### src/rtl/overlay_mixer.sv
// Composites the emblem overlay over the background with a per-frame wipe reveal/hold/hide
// animation and registers colour together with the syncs. OVERLAY_SCANLINE_EN dims odd background rows.
module overlay_mixer #(
    parameter int V_VISIBLE   = 480,
    parameter int WIPE_STEP   = 8,
    parameter int HOLD_FRAMES = 120
) (
    input  logic       clk,
    input  logic       rst_n,
    input  logic [9:0] x,
    input  logic [9:0] y,
    input  logic       active,
    input  logic       hsync_in,
    input  logic       vsync_in,
    input  logic       ov_draw,
    input  logic [5:0] ov_rgb,
    input  logic [5:0] bg_rgb,
    input  logic       trigger,
    output logic [5:0] rgb_out,
    output logic       hsync_out,
    output logic       vsync_out,
    output logic       busy,
    output logic [1:0] state_o
);

    // state  | meaning
    // HIDDEN | overlay invisible, waiting for trigger
    // REVEAL | reveal line grows by WIPE_STEP per frame
    // SHOWN  | fully revealed, counting hold frames
    // HIDE   | reveal line shrinks by WIPE_STEP per frame
    typedef enum logic [1:0] {
        HIDDEN = 2'd0,
        REVEAL = 2'd1,
        SHOWN  = 2'd2,
        HIDE   = 2'd3
    } state_t;

    localparam logic [9:0]  LP_V    = 10'(V_VISIBLE);
    localparam logic [10:0] LP_STEP = 11'(WIPE_STEP);
    localparam logic [7:0]  LP_HOLD = 8'(HOLD_FRAMES - 1);

    state_t      r_state;
    logic [9:0]  r_reveal_line;
    logic [7:0]  r_hold_cnt;
    logic [5:0]  r_rgb;
    logic        r_hsync;
    logic        r_vsync;

    logic        w_frame_tick;
    logic [10:0] w_sum;
    logic [5:0]  w_bg;
    logic [5:0]  w_pix;

    assign w_frame_tick = (x == 10'd0) && (y == LP_V) && !active;
    assign w_sum        = {1'b0, r_reveal_line} + LP_STEP;

`ifdef OVERLAY_SCANLINE_EN
    assign w_bg = y[0] ? {1'b0, bg_rgb[5], 1'b0, bg_rgb[3], 1'b0, bg_rgb[1]} : bg_rgb;
`else
    assign w_bg = bg_rgb;
`endif

    always_comb begin
        w_pix = w_bg;
        if (!active)
            w_pix = 6'd0;
        else if (ov_draw && (y < r_reveal_line))
            w_pix = ov_rgb;
    end

    always_ff @(posedge clk or negedge rst_n) begin
        if (!rst_n) begin
            r_rgb   <= 6'd0;
            r_hsync <= 1'b0;
            r_vsync <= 1'b0;
        end else begin
            r_rgb   <= w_pix;
            r_hsync <= hsync_in;
            r_vsync <= vsync_in;
        end
    end

    // Trigger acts immediately in HIDDEN/SHOWN; everything else waits for the frame boundary.
    always_ff @(posedge clk or negedge rst_n) begin
        if (!rst_n) begin
            r_state       <= HIDDEN;
            r_reveal_line <= 10'd0;
            r_hold_cnt    <= 8'd0;
        end else begin
            case (r_state)
                HIDDEN: begin
                    if (trigger)
                        r_state <= REVEAL;
                end
                REVEAL: begin
                    if (w_frame_tick) begin
                        if (w_sum >= {1'b0, LP_V}) begin
                            r_reveal_line <= LP_V;
                            r_hold_cnt    <= 8'd0;
                            r_state       <= SHOWN;
                        end else begin
                            r_reveal_line <= w_sum[9:0];
                        end
                    end
                end
                SHOWN: begin
                    if (trigger) begin
                        r_state <= HIDE;
                    end else if (w_frame_tick) begin
                        if (r_hold_cnt == LP_HOLD)
                            r_state <= HIDE;
                        else
                            r_hold_cnt <= r_hold_cnt + 8'd1;
                    end
                end
                HIDE: begin
                    if (w_frame_tick) begin
                        if ({1'b0, r_reveal_line} <= LP_STEP) begin
                            r_reveal_line <= 10'd0;
                            r_state       <= HIDDEN;
                        end else begin
                            r_reveal_line <= r_reveal_line - LP_STEP[9:0];
                        end
                    end
                end
                default: r_state <= HIDDEN;
            endcase
        end
    end

    assign rgb_out   = r_rgb;
    assign hsync_out = r_hsync;
    assign vsync_out = r_vsync;
    assign state_o   = r_state;
    assign busy      = (r_state == REVEAL) || (r_state == HIDE);

endmodule

### config.mk
export PLATFORM = sky130hd
export DESIGN_NAME = overlay_mixer
export DESIGN_NICKNAME = d
export VERILOG_FILES = /design/src/rtl/overlay_mixer.sv
export SDC_FILE = /design/constraint.sdc
export NUM_CORES = 1
export LEC_CHECK = 0
export ABC_AREA = 1
export BUFFER_PORTS_ARGS = -buffer_cell sky130_fd_sc_hd__buf_4
export CORE_MARGIN = 2
export CORE_UTILIZATION = 29
export DETAILED_ROUTE_END_ITERATION = 12
export GPL_TIMING_DRIVEN = 0
export PLACE_DENSITY = 0.52
export SLEW_MARGIN = 20
export SYNTH_ARGS = -nofsm -noshare
export SYNTH_HDL_FRONTEND = slang
export SYNTH_SLANG_ARGS = --single-unit
### constraint.sdc
create_clock -name clk -period 3.4 [get_ports clk]
set_input_delay 0.17 -clock clk [delete_from_list [all_inputs] [get_ports clk]]
set_output_delay 0.17 -clock clk [all_outputs]
set_load 0.01 [all_outputs]
==> summary.txt <==
fmax: 0.5049 GHz
routed len/inst: 11.23 um
overall routed net length: 4.895 mm
layout cells sized above 1: 19.38%
Synthesis Warnings: 0
CP arrival: 2.16 ns
slowest stage cell, crit path: dfrtp_1
Req. time, crit path: 3.57 ns
remaining global-route overflow: 0
area leader, netlist: dfrtp_1
Longest Clk Path Bufs: 2
Die X-Extent: 87.11 um
Synth cell types: 27
Yosys reg bits: 25
GRT Resource Usage Total: 14.13%
HP Class: input pin to flip-flop
Internal: 580.9 uW
post-synthesis simple-gate area fraction: 41.91%
vias in the first global route: 1958
ANT nets after route: 0
PwrDens: 387.9 nW/um^2
mux cell area share after synthesis: 0%
Post-Syn Instances: 300
post-route setup TNS: 0 ns
Startpoint Class: flip-flop
worst-path cell chain: inv_1 -> ha_1 -> nand2_1 -> nor2_1 -> nand4_1 -> nand4_1 -> clkbuf_1 -> nand2_1 -> nand2_1 -> nor2_1
sequential fraction of the synthesis area: 31.23%
number of core rows: 30
area grow syn2layout: 27.30%
clk_skew: 0.01356 ns
net count after synthesis: 354
synthesized area: 2003 sq um
period utilization: 58.26%
Post-synth EDFFs: 0
later-pin clock latency in the skew report: 0.29 ns
Crit. End Element: flip-flop
die footprint: 7588 sq um
crit path time final: 1.981 ns
worst-path fanout max: 10
static leakage: 0.001341 uW
# setup viols final: 0
Max-cap violations: 0
Final Max Slew Viols: 0
Fin. Hold Viols: 0
combinational power share: 43.8%
Detailed Routing Iterations Pass 1: 5
Worst Path Buf+Inv: 2
number of fill cells: 732
initial core utilization: 29.65%
core area: 6756 sq um
Yosys top cell area share: 31.23%
storage element area: 625.6 sq um
ys async rst share: 100.0%
critical path's largest stage delay: 0.47 ns
sw power: 408.2 uW
# DRC: 0
Sink Count: 25
clk root buf: clkbuf_8
clock-pin slew on the worst setup and hold paths: 0.11 ns
Inserted Clock Buffers: 3
Top delay family on crit path: simple AND/OR/NAND/NOR gates
Placer Congestion: 0.8531
largest net degree at the start of global routing: 26
largest family of logic cells by synthesized area: simple AND/OR/NAND/NOR gates
Post-Synth Adder-Cell Area: 9.369%
Synth Area per Inst: 6.677 sq um
vias post-DR: 2032
DRT iter0 DRCs: 104
synth cell count leaders: 85 x nand2_1, 57 x nor2_1, 37 x inv_1
Max VDD drop: 0.1579 mV
H-tree depth: 1
pre-CTS setup slack: 1.418 ns
Most Frequent Cell on Critical Path: nand2_1
first-pass GRT wire length: 8.638 mm
Post-CTS Resized: 0
port buffer count: 49
Slew HR: 72.98%
Clk pwr share: 20.2%
top post-synthesis cells by area: dfrtp_1 31%, nand2_1 16%, nor2_1 11%
Main synth FF type: dfrtp_1
Reg power frac: 36.0%
# nets final: 411
Crit Path Class: flip-flop to flip-flop
post-synthesis compound-gate area fraction: 5.746%
Multi-input gate area: 1204 sq um
xor-xnor portion of the synthesized cell area: 3.061%
postcts setup bufs: 0
Net Sw Frac: 41.27%
Ports: 50
RSZ-0062 raised after global routing: no
DP Cell Count: 429
Die Ht: 87.11 um
Vias/cell: 4.661
fin cells: 436
CTS tree: built
PnR worst setup slack: 1.419 ns
Antenna diodes: 0
# hold bufs at CTS: 3
worst slew pin tran: 0.4053 ns
outcome: finished, final reports clean
HPWL Detailed: 3.916 mm
top-count cell post-synth: nand2_1
initial antenna violation count: 0
==> power groups by stage <==
stage	combinational, uW	sequential, uW	clock, uW
after global placement	434	361	0
after global routing	497	361	216
after CTS	437	356	203
after detailed placement	433	362	0
final	433	356	200
after floorplan	276	363	0
==> metal layers <==
metal	track usage (%)	routed length, um	vias to the layer above
met1	17.81	2250	903
met2	24.57	2367	61
met4	4.056	51	0
met3	2.654	226	4
met5	0	0	-
li1	-	-	1064
==> layout by cell type (no fill, tap or decap), types with 2 or more instances in the layout <==
cell | synthesis | final
nand3_2 | 2 | 2
dfrtp_1 | 25 | 25
nor3_1 | 4 | 4
buf_4 | 0 | 49
inv_1 | 37 | 37
nand3_1 | 17 | 17
buf_6 | 2 | 2
nor2_1 | 57 | 57
nand2_1 | 85 | 85
xor2_1 | 5 | 5
dlygate4sd3_1 | 0 | 3
ha_1 | 15 | 15
nor2_4 | 2 | 2
xnor2_1 | 2 | 2
nand2_2 | 5 | 5
a21oi_1 | 8 | 8
clkbuf_8 | 0 | 3
nand4_1 | 13 | 13
o21ai_0 | 9 | 9
a22oi_1 | 2 | 2
==> cell type report <==
class	count	area share (%)
multi-input cells	233	47.20
flip-flops and latches	25	24.53
repair buffers	52	15.60
inverters	38	5.594
well taps	80	3.925
clock buffers	3	1.619
plain buffers	4	1.227
clock inverters	1	0.2944
==> worst paths after layout <==
check                      cells after the start               end  slack [ns]              from
max                                           10        rgb_out[3]        1.42  r_reveal_line[7]
min reg2reg                                    2     r_hold_cnt[6]        0.52     r_hold_cnt[6]
min in group asynchronous                      2     r_hold_cnt[4]        0.32             rst_n
max in group asynchronous                      2  r_reveal_line[3]        2.81             rst_n
min                                            3        rgb_out[1]        0.10         ov_rgb[1]
max reg2reg                                   10        rgb_out[3]        1.42  r_reveal_line[7]
==> kinds of logic (layout without fill, tap and decap cells) <==
group | count (synthesis) | in the layout
flip-flops | 25 | 25
AO/OA/AOI/OAI | 21 | 21
AND/OR/NAND/NOR | 190 | 190
adder cells (fa/ha/maj) | 15 | 15
buffers and inverters | 42 | 98
XOR/XNOR | 7 | 7
==> tightest hold or removal path, cell delays in order <==
cell and delay, ns:
buf_4 0.07, nor2_1 0.03, nor2_1 0.08
==> state kept, by name, indices dropped and copies added, names as in the netlist <==
| register | count |
|---|---|
| rgb_out | 6 |
| hsync_out | 1 |
| state_o | 2 |
| vsync_out | 1 |
| r_hold_cnt | 8 |
| r_reveal_line | 7 |
==> stage by stage <==
| step | hold slack (ns) | total power, uW | instance area, sq um | util, % |
|---|---|---|---|---|
| floorplan | -0.1256 | 639.2 | 2003 | - |
| global placement | 0.1065 | 795.8 | 2471 | 36.57 |
| detailed placement | 0.1082 | 795.1 | 2471 | 36.57 |
| CTS | 0.1056 | 996.9 | 2550 | 37.74 |
| global route | 0.1146 | 1074 | 2550 | 37.74 |
| finish | 0.1004 | 989.1 | 2550 | 37.74 |
No activity file was read; power rests on OpenSTA's default activity.
